$ cat src/rtl/spare_row_alloc_ctrl_if.sv
// ---------------------------------------------------------------------------
// spare_row_alloc_ctrl_if
//   Fault-in / result-out handshake bundle for the spare-row allocation
//   controller.
//
//   fault_valid  producer -> ctrl  fault address offered
//   fault_row    producer -> ctrl  {block, addr} of the faulty row
//   fault_ready  ctrl -> producer  controller can accept a fault
//   result_valid ctrl -> producer  one-cycle pulse per processed fault
//   result_code  ctrl -> producer  00 covered, 01 allocated, 10 unrepairable
//   alloc_idx    ctrl -> producer  spare index used when result_code = 01
//
//   master modport: fault producer.  slave modport: the controller.
// ---------------------------------------------------------------------------
interface spare_row_alloc_ctrl_if #(
  parameter int ADDR_W = 10,
  parameter int BLK_W  = 2
);
  logic                    fault_valid;
  logic [ADDR_W+BLK_W-1:0] fault_row;
  logic                    fault_ready;
  logic                    result_valid;
  logic [1:0]              result_code;
  logic [1:0]              alloc_idx;

  modport master (
    output fault_valid, fault_row,
    input  fault_ready, result_valid, result_code, alloc_idx
  );

  modport slave (
    input  fault_valid, fault_row,
    output fault_ready, result_valid, result_code, alloc_idx
  );
endinterface

$ cat src/rtl/spare_row_alloc_ctrl.sv
// ---------------------------------------------------------------------------
// spare_row_alloc_ctrl
//   Sequencing controller for the 4-entry spare-row comparator (NP_comp).
//   Each accepted faulty row is registered onto npr; the comparator answers
//   on comp one cycle later. A hit means the row is already covered.
//   A miss allocates the lowest free spare. A miss with all spares used
//   flags the die unrepairable and parks the controller until reset/clear.
//
// Ports
//   clk, rst_n     clock (rising edge), asynchronous active-low reset
//   clear          synchronous soft clear, same effect as reset, highest priority
//   bus            spare_row_alloc_ctrl_if.slave : fault handshake + result
//   npr            registered fault row, to comparator NPr
//   rrx1..rrx4     allocated spare rows, to comparator RRx1..RRx4
//   rlss           spare-used bits (bit i = spare i+1 valid), to comparator RLSS
//   comp           comparator hit, combinational from npr/rrx/rlss
//   unrepairable   sticky fail flag
//   spares_used    number of allocated spares, 0..4
//   hit_cnt,
//   alloc_cnt      saturating covered/allocated counters; present only
//                  when the FAULT_STATS_EN macro is defined
// ---------------------------------------------------------------------------
module spare_row_alloc_ctrl #(
  parameter int ADDR_W = 10,
  parameter int BLK_W  = 2
) (
  input  logic                    clk,
  input  logic                    rst_n,
  input  logic                    clear,
  spare_row_alloc_ctrl_if.slave   bus,
  output logic [ADDR_W+BLK_W-1:0] npr,
  output logic [ADDR_W+BLK_W-1:0] rrx1,
  output logic [ADDR_W+BLK_W-1:0] rrx2,
  output logic [ADDR_W+BLK_W-1:0] rrx3,
  output logic [ADDR_W+BLK_W-1:0] rrx4,
  output logic [3:0]              rlss,
  input  logic                    comp,
  output logic                    unrepairable,
  output logic [2:0]              spares_used
`ifdef FAULT_STATS_EN
  ,
  output logic [7:0]              hit_cnt,
  output logic [7:0]              alloc_cnt
`endif
);

  localparam int ROW_W  = ADDR_W + BLK_W;
  localparam int SPARES = 4;

  localparam logic [1:0] CODE_COVERED = 2'b00;
  localparam logic [1:0] CODE_ALLOC   = 2'b01;
  localparam logic [1:0] CODE_UNREP   = 2'b10;

  typedef enum logic [1:0] {
    IDLE = 2'd0,
    CMP  = 2'd1,
    FAIL = 2'd2
  } state_t;

  state_t             state_reg;
  logic [ROW_W-1:0]   npr_reg;
  logic [SPARES-1:0]  rlss_vec;
  logic [2:0]         used_reg;
  logic               fault_ready_reg;
  logic               result_valid_reg;
  logic [1:0]         result_code_reg;
  logic [1:0]         alloc_idx_reg;
  logic               unrep_reg;
`ifdef FAULT_STATS_EN
  logic [7:0]         hit_cnt_reg;
  logic [7:0]         alloc_cnt_reg;
`endif

  // Lowest free spare. Only meaningful while some rlss bit is clear.
  logic [1:0] free_idx;
  logic       all_used;
  logic       alloc_do;

  always_comb begin
    free_idx = 2'd0;
    for (int i = SPARES - 1; i >= 0; i--) begin
      if (!rlss_vec[i]) free_idx = 2'(i);
    end
  end

  assign all_used = &rlss_vec;
  // comp is sampled at the end of the CMP cycle, once it has settled on npr.
  assign alloc_do = (state_reg == CMP) && !comp && !all_used;

  // Per-spare storage. An entry is written exactly once, when its used bit
  // goes from 0 to 1; after that it only changes on reset/clear.
  logic [ROW_W-1:0] rrx_arr [SPARES];

  generate
    for (genvar gi = 0; gi < SPARES; gi++) begin : g_spare
      logic [ROW_W-1:0] row_reg;
      logic             used_reg_bit;

      always_ff @(posedge clk or negedge rst_n) begin
        if (!rst_n) begin
          row_reg      <= '0;
          used_reg_bit <= 1'b0;
        end else if (clear) begin
          row_reg      <= '0;
          used_reg_bit <= 1'b0;
        end else if (alloc_do && (free_idx == 2'(gi))) begin
          row_reg      <= npr_reg;
          used_reg_bit <= 1'b1;
        end
      end

      assign rlss_vec[gi] = used_reg_bit;
      assign rrx_arr[gi]  = row_reg;
    end
  endgenerate

  // Control FSM. All handshake/result outputs are registered here;
  // fault_ready tracks the next state so it never depends on fault_valid.
  always_ff @(posedge clk or negedge rst_n) begin
    if (!rst_n) begin
      state_reg        <= IDLE;
      npr_reg          <= '0;
      used_reg         <= 3'd0;
      fault_ready_reg  <= 1'b1;
      result_valid_reg <= 1'b0;
      result_code_reg  <= CODE_COVERED;
      alloc_idx_reg    <= 2'd0;
      unrep_reg        <= 1'b0;
`ifdef FAULT_STATS_EN
      hit_cnt_reg      <= 8'd0;
      alloc_cnt_reg    <= 8'd0;
`endif
    end else if (clear) begin
      // Discards any fault in CMP; no result is issued for it.
      state_reg        <= IDLE;
      npr_reg          <= '0;
      used_reg         <= 3'd0;
      fault_ready_reg  <= 1'b1;
      result_valid_reg <= 1'b0;
      result_code_reg  <= CODE_COVERED;
      alloc_idx_reg    <= 2'd0;
      unrep_reg        <= 1'b0;
`ifdef FAULT_STATS_EN
      hit_cnt_reg      <= 8'd0;
      alloc_cnt_reg    <= 8'd0;
`endif
    end else begin
      result_valid_reg <= 1'b0;
      case (state_reg)
        IDLE: begin
          if (bus.fault_valid) begin
            npr_reg         <= bus.fault_row;
            state_reg       <= CMP;
            fault_ready_reg <= 1'b0;
          end
        end
        CMP: begin
          result_valid_reg <= 1'b1;
          if (comp) begin
            result_code_reg <= CODE_COVERED;
            state_reg       <= IDLE;
            fault_ready_reg <= 1'b1;
`ifdef FAULT_STATS_EN
            if (hit_cnt_reg != 8'hFF) hit_cnt_reg <= hit_cnt_reg + 8'd1;
`endif
          end else if (!all_used) begin
            result_code_reg <= CODE_ALLOC;
            alloc_idx_reg   <= free_idx;
            used_reg        <= used_reg + 3'd1;
            state_reg       <= IDLE;
            fault_ready_reg <= 1'b1;
`ifdef FAULT_STATS_EN
            if (alloc_cnt_reg != 8'hFF) alloc_cnt_reg <= alloc_cnt_reg + 8'd1;
`endif
          end else begin
            result_code_reg <= CODE_UNREP;
            unrep_reg       <= 1'b1;
            state_reg       <= FAIL;
            fault_ready_reg <= 1'b0;
          end
        end
        FAIL: begin
          // Parked until reset or clear.
          state_reg       <= FAIL;
          fault_ready_reg <= 1'b0;
        end
        default: begin
          state_reg       <= IDLE;
          fault_ready_reg <= 1'b1;
        end
      endcase
    end
  end

  assign bus.fault_ready  = fault_ready_reg;
  assign bus.result_valid = result_valid_reg;
  assign bus.result_code  = result_code_reg;
  assign bus.alloc_idx    = alloc_idx_reg;

  assign npr          = npr_reg;
  assign rrx1         = rrx_arr[0];
  assign rrx2         = rrx_arr[1];
  assign rrx3         = rrx_arr[2];
  assign rrx4         = rrx_arr[3];
  assign rlss         = rlss_vec;
  assign unrepairable = unrep_reg;
  assign spares_used  = used_reg;
`ifdef FAULT_STATS_EN
  assign hit_cnt      = hit_cnt_reg;
  assign alloc_cnt    = alloc_cnt_reg;
`endif

endmodule

$ cat src/flat_wrapper.sv
// flat-port wrapper written by rule: the top's interface ports become plain ports
module spare_row_alloc_ctrl_flat 
#(
  parameter int ADDR_W = 10,
  parameter int BLK_W  = 2
)
  (clk, rst_n, clear, npr, rrx1, rrx2, rrx3, rrx4, rlss, comp, unrepairable, spares_used, bus_fault_valid, bus_fault_row, bus_fault_ready, bus_result_valid, bus_result_code, bus_alloc_idx);
  spare_row_alloc_ctrl_if #(.ADDR_W(ADDR_W), .BLK_W(BLK_W)) bus_i ();
  input  logic clk;
  input  logic rst_n;
  input  logic clear;
  output logic [ADDR_W+BLK_W-1:0] npr;
  output logic [ADDR_W+BLK_W-1:0] rrx1;
  output logic [ADDR_W+BLK_W-1:0] rrx2;
  output logic [ADDR_W+BLK_W-1:0] rrx3;
  output logic [ADDR_W+BLK_W-1:0] rrx4;
  output logic [3:0] rlss;
  input  logic comp;
  output logic unrepairable;
  output logic [2:0] spares_used;
  input wire logic [$bits(bus_i.fault_valid)-1:0] bus_fault_valid;
  input wire logic [$bits(bus_i.fault_row)-1:0] bus_fault_row;
  output wire logic [$bits(bus_i.fault_ready)-1:0] bus_fault_ready;
  output wire logic [$bits(bus_i.result_valid)-1:0] bus_result_valid;
  output wire logic [$bits(bus_i.result_code)-1:0] bus_result_code;
  output wire logic [$bits(bus_i.alloc_idx)-1:0] bus_alloc_idx;
  assign bus_i.fault_valid = bus_fault_valid;
  assign bus_i.fault_row = bus_fault_row;
  assign bus_fault_ready = bus_i.fault_ready;
  assign bus_result_valid = bus_i.result_valid;
  assign bus_result_code = bus_i.result_code;
  assign bus_alloc_idx = bus_i.alloc_idx;
  spare_row_alloc_ctrl #(.ADDR_W(ADDR_W), .BLK_W(BLK_W)) u_core (.clk(clk), .rst_n(rst_n), .clear(clear), .bus(bus_i), .npr(npr), .rrx1(rrx1), .rrx2(rrx2), .rrx3(rrx3), .rrx4(rrx4), .rlss(rlss), .comp(comp), .unrepairable(unrepairable), .spares_used(spares_used));
endmodule
$ cat config.mk
export PLATFORM = sky130hd
export DESIGN_NAME = spare_row_alloc_ctrl_flat
export DESIGN_NICKNAME = d
export VERILOG_FILES = /design/src/rtl/spare_row_alloc_ctrl_if.sv /design/src/rtl/spare_row_alloc_ctrl.sv /design/src/flat_wrapper.sv
export SDC_FILE = /design/constraint.sdc
export NUM_CORES = 1
export LEC_CHECK = 0
export CAP_MARGIN = 20
export CORE_MARGIN = 5
export CORE_UTILIZATION = 24
export DETAILED_ROUTE_END_ITERATION = 6
export SLEW_MARGIN = 10
export SYNTH_ARGS = -nofsm -noshare
export SYNTH_HDL_FRONTEND = slang
export SYNTH_SLANG_ARGS = --single-unit
$ cat constraint.sdc
create_clock -name clk -period 4.1 [get_ports clk]
set_input_delay 1.025 -clock clk [delete_from_list [all_inputs] [get_ports clk]]
set_output_delay 1.025 -clock clk [all_outputs]
set_load 0.01 [all_outputs]
* Word-level counts from Yosys, hierarchy flattened *
Cells that the tools add are included.

operators by class
  bitwise operators = 0
  mux-type cells = 51
  divide/modulo/power cells = 0
  $lt $le $gt $ge = 0
  add/subtract/negate cells = 1
  reduce and logical (&&, ||, !) cells = 22
  equal/unequal tests = 8
  shift operators = 0
  $mul = 0

operators by type and width
  operator               number
  $mux W12               11
  $mux W2                16
  $mux W1                18
  $reduce_bool A2 Y1     8
  $mux W3                4
  $eq A2 B2 Y1 const B   3
  $logic_and A1 B1 Y1    6
  $pmux W2 S3            1
  $reduce_and A3 Y1      2
  $eq A2 B1 Y1 const B   2
  $logic_not A2 Y1       2
  $ne A2 B2 Y1 const B   2
  $reduce_and A4 Y1      1
  $add A3 B1 Y3 const B  1
  $ne A3 B3 Y1 const B   1
  $pmux W1 S3            1
  $logic_not A1 Y1       2
  $reduce_and A2 Y1      1

word-level totals
  register bits = 76
  latch bits = 0
  memories = 0
  output and inout bits = 74
  input bits = 17
  memory bits (read-only) = 0
  memory bits (writable) = 0
  word-level logic and storage cells = 98

* Logic depth before layout (Yosys ltp) *
Gate-level depths: netlist of the first run.

  depth in word-level cells = 8
  mapped depth = 6
  depth with buffers taken out = 3

* Worst setup path before layout of the first run *
No wires, ideal clock.

  path kind = input -> register
  from = input comp
  to = register u_core.g_spare[2].row_reg[10] (netlist: u_core.rrx3[10])
  cell stages on the path = 5
  setup time = 0.124 ns
  data arrival time = 2.162 ns
  required time = 3.976 ns
  slack = 1.814 ns
  cell sequence = or3b_4 or3_1 buf_2 buf_6 mux2i_1

on the way
  word-level cells in the longest chain between the ends = 5

ends and longest elaborated chain
  element                           line                         text
  from (decl)                       flat_wrapper.sv:18           input logic comp;
  $logic_not A1 Y1                  spare_row_alloc_ctrl.sv:88   assign alloc_do = (state_reg == CMP) && !comp && !all_used;
  $logic_and A1 B1 Y1 (2 in a row)  spare_row_alloc_ctrl.sv:88
  $logic_and A1 B1 Y1               spare_row_alloc_ctrl.sv:106  end else if (alloc_do && (free_idx == 2'(gi))) begin
  $reduce_bool A2 Y1 (no line)      n/a
  to (signal assigned)              spare_row_alloc_ctrl.sv:107  row_reg <= npr_reg;
  to (decl)                         spare_row_alloc_ctrl.sv:96   logic [ROW_W-1:0] row_reg;

Every way passes these cells.
A chain may end at the register's enable or synchronous reset.

* Final worst setup path of the first run *
  from = input comp
  to = register u_core.g_spare[3].row_reg[7] (netlist: u_core.rrx4[7])

on the way
  word-level cells in the longest chain between the ends = 5

ends and longest elaborated chain
  element                           line
  $logic_not A1 Y1                  spare_row_alloc_ctrl.sv:88
  $logic_and A1 B1 Y1 (2 in a row)  spare_row_alloc_ctrl.sv:88
  $logic_and A1 B1 Y1               spare_row_alloc_ctrl.sv:106
  $reduce_bool A2 Y1 (no line)      n/a
  to (signal assigned)              spare_row_alloc_ctrl.sv:107
  to (decl)                         spare_row_alloc_ctrl.sv:96

Every way passes these cells.

==> results.md, run 1 <==
* Hold Vio Cnt, Final at 0
* Critical path data arrival time at 2980 ps
* Unrepaired setup endpoints after global routing: no
* Leakage at 2.04 nW
* Initial antenna violation count at 0
* DR iter-0 viols at 142
* Post-Place Cell Area at 0.00438 sq mm
* Post-synth top cells: 75 x dfrtp_1, 50 x nand2b_1, 48 x mux2i_1, 28 x nand2_1, 21 x nor2_1
* Max_cap viols at 0
* Top-area cell type share of the netlist area at 56.4%
* Worst-path cell chain: clkdlybuf4s50_1 -> nor3b_1 -> nand4_1 -> mux2i_1
* CTS Root Cell: clkbuf_16
* Total power at 1.64 mW
* Slew margin rel. at 35.9%
* Number of synthesized flops with an enable pin at 0
* Syn Area/Cell at 11.2 sq um
* Layout cells sized above 1 at 7.53%
* Syn nets at 316
* Comb pwr share at 7.5%
* Synth Cell Area at 0.00333 sq mm
* Post_cts resized at 0
* Core area at 0.0137 sq mm
* Switching share of power at 24.0%
* Die Width at 128 microns
* CP Launch Type: primary input
* Height of the die at 128 microns
* Critical Path Fanout Max at 9
* Placer Congestion at 0.741
* Synth area leaders: dfrtp_1 56%, mux2i_1 14%, nand2b_1 9.4%
* # hold bufs at CTS at 0
* Synthesized instance count at 298
* Asr flop ratio synth at 100%
* Ports at 91
* Post-route cell area at 0.00466 sq mm
* Fin crit period at 2730 ps
* Pwr/cell area at 353 mW/mm^2
* CTS clk-pin slew, worst paths at 60 ps
* Total GRT Usage at 11.2%
* Kind of critical path: in2reg
* Utilization after layout at 33.9%
* Via count at 2,431
* Core Rows at 43
* Max frequency at 0.366 GHz
* HPWL Detailed at 6200 microns
* Cell-internal power at 1.25 mW
* Total Wirelength at 8790 microns
* Register area share after synthesis at 57.2%
* Final ANT Viol Nets at 0
* YS warnings at 0
* Slowest cell delay on critical path at 660 ps
* Initial core utilization at 24.2%
* Worst hold slack at 527 ps
* Final worst path period share at 66.6%
* Clock power frac at 45.1%
* Distinct cells, synth at 33
* Drt first pass iters at 4
* First-pass GRT wire length at 14,100 microns
* Vias per inst at 4.30
* Number of remaining DRC errors at 0
* Setup TNS at 0 ps
* Layout area overhead at 40.0%
* Reg power frac at 47.4%
* Worst-Margin Slew at 961 ps
* Clock Tree Buf Depth at 2
* CP Data Required Time at 4350 ps
* Hold WC Path Type: reg2reg
* Commonest register cell after synthesis: dfrtp_1
* Endpoints failing setup at 0
* Port bufs at 90
* Yosys top cell by area: dfrtp_1
* Final nets at 398
* Vias in the first global route at 2,558
* CTS Sinks at 76
* CTS buffer count at 9
* Gr ovfl total at 0
* Max VDD drop at 0.000144 V
* NetSw at 0.395 mW
* WL/cell at 15.5 microns
* Outcome: complete, no violations
* Clk_lat worst skew at 340 ps
* Slew Limit Fails at 0
* ANT cells at 0
* CTS tree: yes
* H-tree levels at 3
* Slowest library cell on the worst path: nand4_1
* Largest net degree at the start of global routing at 77
* DIE AREA at 0.0163 sq mm
* Yosys reg bits at 76
* Crit end category: flip-flop
* Count leader, synth: dfrtp_1
* Worst Skew at 7.25 ps
* Post-CTS setup buffer count at 0
## path summary, 6_finish.rpt
kind,depth (start not counted),from,slack (ps),end
worst max-delay path,4,comp,1370,u_core.rrx4[7]
worst min-delay path,2,u_core.rrx1[7],530,u_core.rrx1[7]
worst max register to register,3,u_core.state_reg[1],2110,u_core.rrx4[7]
worst min register to register,2,u_core.rrx1[7],530,u_core.rrx1[7]
max in group asynchronous,1,rst_n,2630,u_core.g_spare[1].used_reg_bit
min in group asynchronous,1,rst_n,820,u_core.rrx3[6]
## critical path, delay by kind of cell
family                 cells  cell delay (ps)
multiplexers               1              350
AND/OR/NAND/NOR            2             1110
buffers and inverters      1              490
## power groups by stage
| stage | sequential [mW] | clock [mW] | combinational [mW] |
|---|---|---|---|
| 2_1_floorplan | 0.792 | 0 | 0.0517 |
| 3_3_place_gp | 0.794 | 0 | 0.124 |
| 3_5_place_dp | 0.794 | 0 | 0.126 |
| 4_1_cts | 0.780 | 0.764 | 0.126 |
| 5_1_grt | 0.782 | 0.795 | 0.136 |
| 6_report | 0.780 | 0.742 | 0.123 |
## layer usage
metal	vias up	part of all wire [%]	wire length, microns	global-route usage (%)
met5	-	0	0	0
met2	65	46	4040	16.7
li1	1158	-	-	-
met3	14	5.1	446	2.58
met4	0	2.2	197	5.99
met1	1194	47	4100	15.1
## kinds of logic after synthesis
| logic type | Yosys count | synth area share [%] |
|---|---|---|
| AOI/OAI and AO/OA | 30 | 5.08 |
| adders and majority gates | 1 | 0.376 |
| buffers and inverters | 25 | 3.61 |
| DFF | 76 | 57.2 |
| muxes | 49 | 14.8 |
| and+or+nand+nor | 117 | 19.0 |
## cells in the final DEF (no fill, tap or decap), drive strengths merged
master          n
clkinv          1
nor2b           3
and3            1
or4b            1
dfstp           1
a41oi           1
a22oi           1
nand2b         50
nor2           21
clkdlybuf4s50  88
inv             2
buf             7
a21o            2
or3             2
nand2          28
dfrtp          75
or3b            1
ha              1
o2111ai         1
nand3           3
clkbuf         11
o21ai           3
nor4b           2
mux2i          48
a31oi           1
a211oi          1
clkinvlp        3
nand4           2
a21oi          20
mux2            1
and4            1
nor3b           2
## per-stage QoR
step / cells / setup slack [ps]
finish: 565 / 1370
floorplan: 298 / 1810
detailed placement: 549 / 977
global placement: 549 / 1080
global route: 565 / 1170
CTS: 565 / 1340
## final cells by class
| type | count | area (sq um) |
|---|---|---|
| Clock buffer | 11 | 243 |
| Clock inverter | 5 | 36.3 |
| Fill cell | 1404 | 9060 |
| Inverter | 1 | 3.75 |
| Multi-Input combinational cell | 197 | 1320 |
| Sequential cell | 76 | 1900 |
| Tap cell | 180 | 225 |
| Timing Repair Buffer | 95 | 931 |
(Power assumes the default switching activity.)
==> run 2, diff against run 1 <==
Clock period 4.1 ns to 2.4 ns, I/O delays scaled along.
==> run 2 against run 1 <==
Against the previous run:
- hold slack worse by 280 ps
- global-route usage down 0.25 points
- cell count up 0.88%
- die area unchanged
- register-to-register slack worse by 1500 ps
- clock-buffer cell count down 1
- routed wire length down 1.7%
- first-iteration DRC count up 24%
- via count down 1.3%
- critical path type is now reg2out
- critical endpoint is now rlss[0]
- largest cell class unchanged
- highest routed layer unchanged
==> results.md, run 2 (same netlist as run 1, synthesis figures left out) <==
* Vias per inst at 4.21
* Slowest cell delay on critical path at 620 ps
* Pwr/cell area at 643 mW/mm^2
* Commonest non-fill, non-tap cell in the layout: clkdlybuf4s50_1
* CTS buffer count at 9
* Crit end category: output port
* Max_cap viols at 0
* Commonest cells after routing, fill and taps aside: 88 x clkdlybuf4s50_1, 75 x dfrtp_1, 50 x nand2b_1
* Total GRT Usage at 11.0%
* Reg2reg path depth at 4
* Initial antenna violation count at 0
* Layout cells sized above 1 at 8.72%
* Final nets at 403
* Ports at 91
* Crit. path cell count at 1
* Setup TNS at 0 ps
* Layout area overhead at 44.5%
* Number of remaining DRC errors at 0
* Critical Path Fanout Max at 13
* Die Width at 128 microns
* Utilization after layout at 35.0%
* Final ANT Viol Nets at 0
* Total Wirelength at 8640 microns
* Gr ovfl total at 0
* CTS Sinks at 76
* Placer Congestion at 0.721
* WP buf/inv at 1
* Post_cts resized at 0
* Kind of critical path: reg2out
* Clock Tree Buf Depth at 2
* Clk_lat worst skew at 330 ps
* Final worst path period share at 88.7%
* Core Rows at 43
* CP Data Required Time at 1800 ps
* Max frequency at 0.470 GHz
* Max VDD drop at 0.000258 V
* Slowest library cell on the worst path: clkdlybuf4s50_1
* DR iter-0 viols at 176
* Slew Limit Fails at 0
* Layout fillers at 1,377
* WL/cell at 15.1 microns
* CP Launch Type: flip-flop
* Fin crit period at 2130 ps
* CP delay by family, top: buffers and inverters
* Hold Vio Cnt, Final at 0
* Final worst slack at 271 ps
* Largest net degree at the start of global routing at 90
* Critical path data arrival time at 1530 ps
* # hold bufs at CTS at 0
* First-pass GRT wire length at 14,000 microns
* Port bufs at 90
* Via count at 2,399
* Outcome: complete, no violations
* Worst-path cell chain: clkdlybuf4s50_1
* Slew margin rel. at 64.9%
* CTS clk-pin slew, worst paths at 60 ps
* Drt first pass iters at 5
* Core area at 0.0137 sq mm
* Unrepaired setup endpoints after global routing: no
* DIE AREA at 0.0163 sq mm
* Post-CTS setup buffer count at 0
* Worst slack at placement at 34.9 ps
* Worst hold slack at 246 ps
* Height of the die at 128 microns
* Endpoints failing setup at 0
* Vias in the first global route at 2,569
* Initial core utilization at 24.2%
* CTS tree: yes
* Worst-Margin Slew at 526 ps
* CTS Root Cell: clkbuf_16
* H-tree levels at 3
* Hold WC Path Type: in2async
* HPWL Detailed at 6060 microns
* Leakage at 2.12 nW
* ANT cells at 0
* Worst Skew at 4.68 ps
==> run 2: cell types whose count changed in the layout (fill, tap and decap cells not counted) <==
cell / before / now
buf_12: 0 / 4
clkbuf_8: 1 / 0
buf_4: 6 / 7
bufinv_16: 0 / 3
clkinvlp_4: 3 / 1
==> run 2: cell type report <==
class | count | area, sq um | share of cell area (%)
Sequential cell | 76 | 1900 | 39.6
Multi-Input combinational cell | 197 | 1320 | 27.4
Timing Repair Buffer | 100 | 1020 | 21.2
Clock buffer | 10 | 229 | 4.76
Tap cell | 180 | 225 | 4.69
Clock inverter | 6 | 111 | 2.32
Inverter | 1 | 3.75 | 0.0781
==> run 2: layer usage <==
metal  track usage (%)  wire [microns]
met5                 0               0
met4              4.06             123
met3              3.29             485
met2              16.4            3890
met1              14.9            4140
==> run 2: where the power goes <==
part	switching (mW)	internal, mW
clock	0.524	1.02
combinational	0.107	0.107
sequential	0.0293	1.30
==> run 2: final timing paths <==
| path | start | end | slack (ps) |
|---|---|---|---|
| worst max-delay path | u_core.g_spare[0].used_reg_bit | rlss[0] | 270 |
| max in group asynchronous | rst_n | u_core.bus.fault_ready | 1490 |
| worst min register to register | u_core.unrepairable | u_core.unrepairable | 510 |
| worst max register to register | u_core.state_reg[0] | u_core.rrx3[1] | 640 |
| worst min-delay path | rst_n | u_core.rrx2[6] | 250 |
| min in group clk | u_core.unrepairable | u_core.unrepairable | 510 |
==> run 2: metrics by stage <==
stage / std cells / area [sq um] / total power, mW
4_1_cts: 570 / 4810 / 3.15
3_5_place_dp: 554 / 4470 / 1.58
6_report: 570 / 4810 / 3.09
5_1_grt: 570 / 4810 / 3.24
2_1_floorplan: 298 / 3330 / 1.44
3_3_place_gp: 554 / 4470 / 1.57
==> run 3, diff against run 2 <==
Settings changed: ABC_AREA from default to 1, CORE_UTILIZATION 24 to 44, PLACE_DENSITY from default to 0.77.
==> run 3 against run 2 <==
Against the previous run:
- sequential power barely moved
- routed wire length decreased by 4.0%
- maximum frequency up 6.8%
- clock power down 23%
- clock skew grew 6.2 ps
- combinational power rose by 10%
- hold slack worse by 11 ps
- flip-flop and latch count stayed put
- critical endpoint is now bus_fault_ready
- largest cell class unchanged
==> results.md, run 3 <==
* CTS tree: yes
* Core Rows at 32
* Fin crit period at 1990 ps
* Final worst path period share at 83.1%
* WP buf/inv at 1
* Slowest cell delay on critical path at 530 ps
* CTS Sinks at 76
* Total Wirelength at 8290 microns
* Cell-internal power at 2.15 mW
* Vias in the first global route at 2,666
* Top-area cell type share of the netlist area at 54.9%
* Syn nets at 335
* DIE AREA at 0.00963 sq mm
* Via count at 2,616
* Critical path data arrival time at 1390 ps
* Layout cells sized above 1 at 22.6%
* CP startpoint: u_core.bus.fault_ready
* Synth area leaders: dfrtp_1 55%, nand3_2 7.9%, nand2_1 6.8%
* Unrepaired setup endpoints after global routing: no
* WL/cell at 16.3 microns
* Largest net degree at the start of global routing at 43
* Asr flop ratio synth at 100%
* FF-to-FF Start: u_core.g_spare[3].used_reg_bit
* Register area share after synthesis at 55.7%
* Height of the die at 98.2 microns
* Switching share of power at 22.1%
* Distinct cells, synth at 27
* CTS clk-pin slew, worst paths at 80 ps
* Max VDD drop at 0.000322 V
* Final nets at 420
* Synth Cell Area at 0.00342 sq mm
* Max_cap viols at 0
* Initial antenna violation count at 0
* Utilization after layout at 59.8%
* Commonest cells after routing, fill and taps aside: 89 x clkdlybuf4s50_1, 75 x dfrtp_1, 62 x nand2_1
* Setup TNS at 0 ps
* CTS buffer count at 9
* Commonest register cell after synthesis: dfrtp_1
* Reg2reg path depth at 7
* Final worst slack at 406 ps
* Pwr/cell area at 603 mW/mm^2
* Die Width at 98.2 microns
* Initial core utilization at 44.7%
* Worst-path cell chain: clkdlybuf4s50_1
* Clk_lat worst skew at 340 ps
* Synthesized instance count at 317
* Crit end category: output port
* Comb pwr share at 8.6%
* Placer Congestion at 0.788
* Layout fillers at 657
* Worst slack at placement at 345 ps
* Reg power frac at 48.1%
* Register area at 0.00190 sq mm
* Yosys reg bits at 76
* Worst Skew at 10.9 ps
* Yosys top cell by area: dfrtp_1
* ANT cells at 0
* Hold Vio Cnt, Final at 0
* Endpoints failing setup at 0
* Post-synth top cells: 75 x dfrtp_1, 62 x nand2_1, 29 x nand3_1, 27 x nand3_2, 24 x o21ai_2
* Leakage at 2.03 nW
* Total GRT Usage at 17.9%
* Layout area overhead at 33.7%
* CTS Root Cell: clkbuf_8
* NetSw at 0.608 mW
* Syn Area/Cell at 10.8 sq um
* Gr ovfl total at 0
* CP Launch Type: flip-flop
* Count leader, synth: dfrtp_1
* Reg-to-reg slack, setup at 730 ps
* Ports at 91
* Max frequency at 0.501 GHz
* Number of remaining DRC errors at 0
* Worst-Margin Slew at 553 ps
* Slowest library cell on the worst path: dfstp_2
* Clock power frac at 43.3%
* HPWL Detailed at 6000 microns
* Drt first pass iters at 4
* Final ANT Viol Nets at 0
* YS warnings at 0
* Multi-input logic area at 0.00128 sq mm
* DR iter-0 viols at 101
* Critical Path Fanout Max at 2
* Clock Tree Buf Depth at 2
* First-pass GRT wire length at 13,700 microns
* Kind of critical path: reg2out
* Number of synthesized flops with an enable pin at 0
* Commonest non-fill, non-tap cell in the layout: clkdlybuf4s50_1
* Core area at 0.00765 sq mm
* # hold bufs at CTS at 0
* Slew Limit Fails at 0
* Hold WC Path Type: in2async
* Post_cts resized at 0
* Vias per inst at 5.14
* Reg2reg end: u_core.rrx1[9]
* CP Data Required Time at 1800 ps
* Slew margin rel. at 63.2%
* Outcome: complete, no violations
* Post-CTS setup buffer count at 0
* Total power at 2.76 mW
* Port bufs at 90
* CP delay by family, top: flip-flops
* H-tree levels at 3
run 3: cell families (layout without fill, tap and decap cells):
group                    after synthesis  count (layout)  synth area share [%]
adder cells (fa/ha/maj)                1               1                 0.366
buffers and inverters                 34             124                  6.77
XOR/XNOR                               1               1                 0.256
flip-flops                            76              76                  55.7
AND/OR/NAND/NOR                      151             151                  26.2
AO/OA/AOI/OAI                         54              54                  10.8
run 3: power groups by stage:
stage / clock, mW / combinational [mW] / sequential, mW
floorplan: 0 / 0.103 / 1.36
global placement: 0 / 0.238 / 1.35
detailed placement: 0 / 0.241 / 1.35
CTS: 1.22 / 0.241 / 1.33
global route: 1.28 / 0.262 / 1.33
finish: 1.19 / 0.237 / 1.33
run 3: how the worst max path moves through the flow:
stage | end | depth (start not counted)
finish | bus_fault_ready | 1
global route | bus_fault_ready | 1
CTS | bus_fault_ready | 1
detailed placement | u_core.rrx1[5] | 5
global placement | u_core.rrx1[9] | 7
floorplan | u_core.rrx1[10] | 6
run 3: layout make-up:
class | count | share of cell area [%]
inverters | 11 | 0.958
clock inverters | 4 | 2.08
well taps | 102 | 2.79
repair buffers | 97 | 21.1
multi-input cells | 207 | 28.1
flip-flops and latches | 76 | 41.6
clock buffers | 12 | 3.39
run 3: per-stage QoR:
| step | cell area, sq um | hold slack (ps) | std cells |
|---|---|---|---|
| 2_1_floorplan | 3420 | 304 | 317 |
| 3_3_place_gp | 4320 | 455 | 493 |
| 3_5_place_dp | 4320 | 459 | 493 |
| 4_1_cts | 4570 | 249 | 509 |
| 5_1_grt | 4570 | 272 | 509 |
| 6_report | 4570 | 235 | 509 |
run 3: layer usage:
| metal | vias up | wire, microns | global-route usage (%) |
|---|---|---|---|
| met3 | 5 | 587 | 7.36 |
| met1 | 1305 | 3290 | 20.7 |
| li1 | 1229 | - | - |
| met4 | 0 | 44 | 3.47 |
| met2 | 77 | 4370 | 31.7 |
| met5 | - | 0 | 0 |
